===== config.mk =====
export PLATFORM = sky130hd
export DESIGN_NAME = bnn_mac_unit
export DESIGN_NICKNAME = d
export VERILOG_FILES = /design/src/rtl/bnn_mac_unit.sv
export SDC_FILE = /design/constraint.sdc
export NUM_CORES = 1
export LEC_CHECK = 0
export CAP_MARGIN = 5
export CORE_ASPECT_RATIO = 0.6
export CORE_MARGIN = 4
export CORE_UTILIZATION = 25
export DETAILED_ROUTE_END_ITERATION = 10
export PLACE_DENSITY = 0.51
export SYNTH_ARGS = -nofsm -noshare
export SYNTH_HDL_FRONTEND = slang
export SYNTH_SLANG_ARGS = --single-unit

===== constraint.sdc =====
create_clock -name clk -period 5.33 [get_ports clk]
set_clock_uncertainty 0.2 [all_clocks]
set_input_delay 1.066 -clock clk [delete_from_list [all_inputs] [get_ports clk]]
set_output_delay 1.066 -clock clk [all_outputs]
set_load 0.005 [all_outputs]

===== src/rtl/bnn_mac_unit.sv =====
// Binary multiply-accumulate: popcount of (window op weights) summed over N_CH beats.
// Define BNN_XNOR_EN for XNOR-popcount (+/-1 networks); default is AND-popcount.
module bnn_mac_unit #(
  parameter int unsigned N_TAPS = 9,
  parameter int unsigned N_CH   = 4,
  parameter int unsigned ACC_W  = 6
) (
  input  logic              clk,
  input  logic              rst_n,
  input  logic              wgt_we,
  input  logic [N_TAPS-1:0] wgt_in,
  input  logic              in_valid,
  output logic              in_ready,
  input  logic [N_TAPS-1:0] in_data,
  output logic              out_valid,
  input  logic              out_ready,
  output logic [ACC_W-1:0]  out_sum,
  output logic              busy
);

  localparam int unsigned CntW = $clog2(N_CH + 1);
  localparam logic [CntW-1:0] LastCnt = CntW'(N_CH);

  // Even taps set, odd taps clear.
  function automatic logic [N_TAPS-1:0] alt_pattern();
    logic [N_TAPS-1:0] w;
    for (int i = 0; i < N_TAPS; i++) begin
      w[i] = ((i % 2) == 0);
    end
    return w;
  endfunction

  localparam logic [N_TAPS-1:0] DefaultWgt = alt_pattern();

  typedef enum logic [1:0] {StIdle, StAccum, StHold} state_e;

  state_e            state_q;
  logic [N_TAPS-1:0] wgt_q;
  logic [ACC_W-1:0]  acc_q;
  logic [CntW-1:0]   ch_cnt_q;
  logic              in_ready_q;
  logic              out_valid_q;
  logic              busy_q;

  logic [N_TAPS-1:0] term;
  logic [ACC_W-1:0]  pop;
  logic [ACC_W-1:0]  acc_sum;
  logic [CntW-1:0]   ch_cnt_inc;
  logic              beat;

  always_comb begin
`ifdef BNN_XNOR_EN
    term = ~(in_data ^ wgt_q);
`else
    term = in_data & wgt_q;
`endif
  end

  always_comb begin
    pop = '0;
    for (int i = 0; i < N_TAPS; i++) begin
      pop = pop + ACC_W'(term[i]);
    end
  end

  assign beat       = in_valid & in_ready_q;
  assign acc_sum    = acc_q + pop;
  assign ch_cnt_inc = ch_cnt_q + CntW'(1);

  always_ff @(posedge clk or negedge rst_n) begin
    if (!rst_n) begin
      state_q     <= StIdle;
      wgt_q       <= DefaultWgt;
      acc_q       <= '0;
      ch_cnt_q    <= '0;
      in_ready_q  <= 1'b1;
      out_valid_q <= 1'b0;
      busy_q      <= 1'b0;
    end else begin
      unique case (state_q)
        StIdle: begin
          // The beat sampled this cycle still sees the old weights.
          if (wgt_we) begin
            wgt_q <= wgt_in;
          end
          if (beat) begin
            acc_q    <= pop;
            ch_cnt_q <= CntW'(1);
            busy_q   <= 1'b1;
            if (N_CH == 1) begin
              state_q     <= StHold;
              in_ready_q  <= 1'b0;
              out_valid_q <= 1'b1;
            end else begin
              state_q <= StAccum;
            end
          end
        end
        StAccum: begin
          if (beat) begin
            acc_q    <= acc_sum;
            ch_cnt_q <= ch_cnt_inc;
            if (ch_cnt_inc == LastCnt) begin
              state_q     <= StHold;
              in_ready_q  <= 1'b0;
              out_valid_q <= 1'b1;
            end
          end
        end
        StHold: begin
          if (out_ready) begin
            state_q     <= StIdle;
            acc_q       <= '0;
            ch_cnt_q    <= '0;
            in_ready_q  <= 1'b1;
            out_valid_q <= 1'b0;
            busy_q      <= 1'b0;
          end
        end
        default: begin
          state_q     <= StIdle;
          acc_q       <= '0;
          ch_cnt_q    <= '0;
          in_ready_q  <= 1'b1;
          out_valid_q <= 1'b0;
          busy_q      <= 1'b0;
        end
      endcase
    end
  end

  assign in_ready  = in_ready_q;
  assign out_valid = out_valid_q;
  assign out_sum   = acc_q;
  assign busy      = busy_q;

endmodule


==> results of run 1 <==
[state kept, by name, summed over array words and instances (netlist names)]
register and cells:
busy 1, ch_cnt_q 3, in_ready 1, out_sum 6
out_valid 1, state_q 2, wgt_q 9
[cell families (layout without fill, tap and decap cells)]
group                      count (synthesis)  after routing  share of synthesized area
buffers and inverters                     15             55                     0.0437
adders and majority gates                 14             14                      0.160
and+or+nand+nor                           38             38                      0.134
xor gates and xnor gates                   2              2                     0.0127
DFF                                       23             23                      0.424
AOI/OAI and AO/OA                         28             28                      0.136
muxes                                     11             11                     0.0892
[power by group]
| part | internal (mW) | switching [mW] | leakage (nW) |
|---|---|---|---|
| sequential | 0.175 | 0 | 0.289 |
| combinational | 0.0139 | 0.00640 | 0.577 |
| clock | 0.0523 | 0.0591 | 0.0255 |
[path summary, 6_finish.rpt]
kind                                  start          end  slack [ps]  cells past startpoint
worst max-delay path             in_data[1]   out_sum[5]         350                     16
worst min-delay path            ch_cnt_q[1]  ch_cnt_q[1]         290                      2
worst max register to register     wgt_q[1]   out_sum[5]         900                     15
worst min register to register  ch_cnt_q[1]  ch_cnt_q[1]         290                      2
max in group asynchronous             rst_n     wgt_q[7]        3140                      1
min in group asynchronous             rst_n   out_sum[4]        1150                      1
[metal layers]
| layer | GRT usage | part of all wire | vias to the layer above |
|---|---|---|---|
| li1 | - | - | 536 |
| met1 | 0.140 | 0.52 | 508 |
| met2 | 0.157 | 0.42 | 20 |
| met3 | 0.0294 | 0.037 | 4 |
| met4 | 0.0398 | 0.018 | 0 |
| met5 | 0 | 0 | - |
[stage by stage]
stage	total power [mW]	setup TNS, ps
floorplan	0.178	0
global placement	0.198	-1380
detailed placement	0.199	-1970
CTS	0.312	0
global route	0.320	0
finish	0.306	0
[worst min-delay path, cell delays in order (launching register included)]
cell and delay, ps:
dfrtp_1 360, nand2_1 50, o21ai_0 60
[cell type report]
class                           instances  area share
Clock inverter                          1     0.00262
Clock buffer                            3      0.0216
Inverter                               11      0.0216
Timing Repair Buffer                   40       0.201
Tap cell                               66      0.0432
Sequential cell                        23       0.305
Multi-Input combinational cell         93       0.405
[cell usage in the layout, fill, tap and decap left out, drive strengths merged, types with 8 or more instances in the layout]
cell type / n
dfrtp: 17
buf: 9
nor2: 11
clkdlybuf4s50: 28
mux2: 10
ha: 8
and2: 8
nand2: 12
inv: 11
[repair_timing]
item                                    CTS  global route
endpoints found under the setup margin    4             4
gates resized for setup                   6            14
buffers inserted                          3             0
pin swaps                                 6            11
==> results.md, run 1 <==
- Status: complete, no violations
- Achievable frequency: 0.201 GHz
- Top post-synthesis cells by area: dfrtp_1 (31%), dfstp_2 (11%), fa_1 (8.7%)
- Multi-input gate area: 774 sq um
- CTS sink count: 23
- Synth top area share: 0.309
- Die height: 65.4 um
- Post-route cell area: 1910 sq um
- Initial antenna violation count: 0
- Layout cells sized above 1: 0.275
- Syn_nets: 168
- Fillers: 505
- RSZ-0062 raised after global routing: no
- Port bufs: 31
- Root buf cell: clkbuf_8
- # hold bufs at CTS: 0
- DRT iter0 DRCs: 13
- Core Util, Final: 0.369
- Commonest cells in the netlist: dfrtp_1 (17), nand2_1 (12), inv_1 (11)
- EDFF count, synth: 0
- Avg Cell Area, Syn: 10.5 sq um
- Crit path max-delay family: adder cells
- Synth Cell Area: 1380 sq um
- Setup WS post-layout: 352 ps
- Static leakage power: 0.892 nW
- DIE AREA: 6790 sq um
- PwrDens: 160 nW/um^2
- Slew headroom: 0.301
- Htree depth: 1
- Worst Path Buf+Inv: 5
- Area growth syn-to-layout: 39.1%
- Final setup viols: 0
- Arr. time, crit path: 4940 ps
- Peak supply drop: 65.8 uV
- Post-route ant nets: 0
- Total GRT Usage: 0.103
- Asr flop ratio synth: 1.00
- Register area: 583 sq um
- Drt drc: 0
- Period minus WS final: 4980 ps
- Register area share after synthesis: 0.424
- CP startpoint kind: input pin
- Max-Cap Viols: 0
- IO Pins: 32
- Netlist cell types: 34
- Clock Pin Slew Worst Setup and Hold Paths: 90 ps
- Yosys reg bits: 23
- DR pass1 iterations: 5
- Post-Synthesis Cells: 131
- Diode count: 0
- Worst setup EP type: flip-flop
- Total gr overflow: 0
- First-pass GRT wire length: 5450 um
- Vias/cell: 4.51
- Endpoints failing hold: 0
- Die W: 104 um
- Hold crit path type: reg -> reg
- Post-synth top area cell: dfrtp_1
- Worst-Margin Slew: 1040 ps
- Worst setup path category: in -> reg
- Synth Flop Type: dfrtp_1
- CTS max path bufs: 2
- YS warnings: 0
- CP max FO: 2
- Final #Nets: 209
- Worst Path Required: 5290 ps
- HPWL Detailed: 2560 um
- Row count: 20
- Routed len/inst: 13.7 um
- CP cell instances: dlymetal6s2s_1 > and2_4 > fa_1 > inv_2 > fa_1 > inv_2 > fa_1 > fa_2 > inv_2 > fa_1 > inv_2 > ha_1 > a211oi_2 > nor2_1 > o221ai_2 > mux2_4
- Placed insts: 230
- Post-route insts no fill: 237
- Routability Congestion: 0.767
- Crit-path max cell delay: 550 ps
- Initial Util: 0.265
- Inserted Clock Buffers: 3
- Worst hold slack: 295 ps
- Final period utilization: 0.934
- Post-DP Area: 1790 sq um
- CTS tree: built
- Max-slew violation count: 0
- Via count: 1068
- Post-Place Setup Slack: -609 ps
- Core Box Area: 5180 sq um
- Most common cell in the synthesized netlist: dfrtp_1
- Slowest cell on crit path: fa_1
- Clock Latency Late Sink: 270 ps
- Drt total wl: 3260 um
- Vias in the first global route: 1116
- Largest net degree at the start of global routing: 24
Note: power is estimated with default switching activity, not from simulation.
==> run 2, diff against run 1 <==
CORE_MARGIN = 2   (was 4)
CORE_UTILIZATION = 49   (was 25)
PLACE_DENSITY = 0.84   (was 0.51)
==> results.md, run 2 (synthesized netlist as in run 1, its figures left out) <==
- Status: complete, no violations (unchanged)
- Post-route ant nets: 0 (unchanged)
- Max-Cap Viols: 0 (unchanged)
- Total gr overflow: 0 (unchanged)
- Total GRT Usage: 0.219 (was 0.103)
- Slowest cell on crit path: fa_1 (unchanged)
- Root buf cell: clkbuf_8 (unchanged)
- Commonest non-fill, non-tap cell in the layout: clkdlybuf4s50_1 (unchanged)
- Diode count: 0 (unchanged)
- Initial Util: 0.530 (was 0.265)
- Period minus WS final: 5170 ps (was 4980 ps)
- Largest reg by FF count: wgt_q (unchanged)
- Total power draw: 306 uW (about the same)
- Routed len/inst: 17.1 um (was 13.7 um)
- CP max FO: 2 (unchanged)
- Inserted Clock Buffers: 3 (unchanged)
- CP cell instances: dlygate4sd2_1 > and2_4 > fa_1 > inv_2 > fa_1 > inv_2 > fa_1 > fa_2 > inv_2 > fa_1 > inv_2 > ha_4 > a211oi_4 > nor2_2 > o221ai_2 > mux2_4 (was dlymetal6s2s_1 > and2_4 > fa_1 > inv_2 > fa_1 > inv_2 > fa_1 > fa_2 > inv_2 > fa_1 > inv_2 > ha_1 > a211oi_2 > nor2_1 > o221ai_2 > mux2_4)
- Multi-input gate area: 786 sq um (was 774 sq um)
- HPWL Detailed: 2410 um (was 2560 um)
- IO Pins: 32 (unchanged)
- Die W: 72.4 um (was 104 um)
- DR pass1 iterations: 4 (was 5)
- Vias/cell: 5.72 (was 4.51)
- Area growth syn-to-layout: 35.9% (was 39.1%)
- Post-DP Area: 1740 sq um (was 1790 sq um)
- Drt drc: 0 (unchanged)
- Worst r2r src: wgt_q[3] (was wgt_q[1])
- Fillers: 172 (was 505)
- Setup crit end: out_sum[5] (unchanged)
- Post-route cell area: 1870 sq um (was 1910 sq um)
- Arr. time, crit path: 5130 ps (was 4940 ps)
- CTS sink count: 23 (unchanged)
- Setup TNS: 0 ps (unchanged)
- DIE AREA: 3260 sq um (was 6790 sq um)
- Crit path from: in_data[3] (was in_data[1])
- Worst setup path category: in -> reg (unchanged)
- Endpoints failing hold: 0 (unchanged)
- Row count: 14 (was 20)
- Static leakage power: 0.866 nW (was 0.892 nW)
- CTS tree: built (unchanged)
- R2R Setup Slk: 780 ps (was 900 ps)
- Worst Path Required: 5290 ps (about the same)
- Layout cells sized above 1: 0.265 (was 0.275)
- First-pass GRT wire length: 5360 um (was 5450 um)
- Crit-path max cell delay: 550 ps (about the same)
- Post-route insts no fill: 202 (was 237)
- Final period utilization: 0.971 (was 0.934)
- Number of flip-flops in the largest register: 9 (unchanged)
- Clock Pin Slew Worst Setup and Hold Paths: 80 ps (was 90 ps)
- Vias in the first global route: 1181 (was 1116)
- Placed insts: 194 (was 230)
- Register area: 583 sq um (unchanged)
- Die height: 45.0 um (was 65.4 um)
- R2R cell count: 15 (unchanged)
- Peak supply drop: 130 uV (was 65.8 uV)
- RSZ-0062 raised after global routing: no (unchanged)
- Slew headroom: 0.285 (was 0.301)
- Largest net degree at the start of global routing: 24 (unchanged)
- Post-Place Setup Slack: -610 ps (was -609 ps)
- Achievable frequency: 0.193 GHz (was 0.201 GHz)
- # hold bufs at CTS: 0 (unchanged)
- Final setup viols: 0 (unchanged)
- Htree depth: 1 (unchanged)
- Most frequent cells in the layout: clkdlybuf4s50_1 (28), dfrtp_1 (17), nand2_1 (12), nor2_1 (9), mux2_2 (9) (was clkdlybuf4s50_1 (28), dfrtp_1 (17), nand2_1 (12), nor2_1 (10))
- Port bufs: 31 (unchanged)
- Drt total wl: 3450 um (was 3260 um)
- PwrDens: 164 nW/um^2 (was 160 nW/um^2)
- Hold crit path type: reg -> reg (unchanged)
- Worst setup EP type: flip-flop (unchanged)
- Routability Congestion: 0.825 (was 0.767)
- Setup WS post-layout: 157 ps (was 352 ps)
- Core Box Area: 2590 sq um (was 5180 sq um)
- Initial antenna violation count: 0 (unchanged)
- CTS max path bufs: 2 (unchanged)
- CP startpoint kind: input pin (unchanged)
- Clock Latency Late Sink: 270 ps (about the same)
- Via count: 1155 (was 1068)
- DRT iter0 DRCs: 125 (was 13)
- Hold Path Origin: ch_cnt_q[2] (was ch_cnt_q[1])
- Final #Nets: 208 (was 209)
- Max-slew violation count: 0 (unchanged)
- RR Endpoint: out_sum[5] (unchanged)
- Worst-Margin Slew: 1070 ps (was 1040 ps)
run 2: critical path, delay by kind of cell:
kind | cells | cell delay, ps
AOI/OAI and AO/OA | 2 | 450
adders and majority gates | 6 | 2580
and+or+nand+nor | 2 | 220
muxes | 1 | 320
buffers and inverters | 5 | 470
run 2: timing repair:
action	in CTS	in global routing
setup endpoints to repair	4	4
setup buffers	3	1
gates resized for setup	7	13
pin swaps	10	10
run 2: stage by stage:
| stage | util | hold slack [ps] |
|---|---|---|
| after floorplan | - | 243 |
| after global placement | 0.670 | 259 |
| after detailed placement | 0.670 | 269 |
| after CTS | 0.700 | 291 |
| after global routing | 0.721 | 326 |
| final | 0.721 | 293 |
run 2: layout make-up:
cell class | count | area share
Clock buffer | 4 | 0.0241
Sequential cell | 23 | 0.312
Tap cell | 32 | 0.0214
Inverter | 11 | 0.0221
Timing Repair Buffer | 39 | 0.200
Multi-Input combinational cell | 93 | 0.420
run 2: worst min path at each step:
| stage | end | slack (ps) | depth (start not counted) |
|---|---|---|---|
| after floorplan | ch_cnt_q[2] | 240 | 2 |
| after global placement | ch_cnt_q[2] | 260 | 2 |
| after detailed placement | ch_cnt_q[2] | 270 | 2 |
| after CTS | ch_cnt_q[2] | 290 | 2 |
| after global routing | ch_cnt_q[2] | 330 | 2 |
| final | ch_cnt_q[2] | 290 | 2 |
run 2: power breakdown:
group | leakage (nW) | switching, mW | internal [mW] | total, mW
clock network | 0.0228 | 0.0581 | 0.0536 | 0.112
logic | 0.554 | 0.00612 | 0.0137 | 0.0198
registers | 0.289 | 0 | 0.175 | 0.175
total | 0.866 | 0.0642 | 0.242 | 0.306
run 2: metal layers:
| layer | part of all wire | up-vias | global-route usage |
|---|---|---|---|
| li1 | - | 531 | - |
| met1 | 0.43 | 573 | 0.293 |
| met2 | 0.51 | 46 | 0.382 |
| met3 | 0.053 | 5 | 0.0424 |
| met4 | 0.011 | 0 | 0.0481 |
| met5 | 0 | - | 0 |
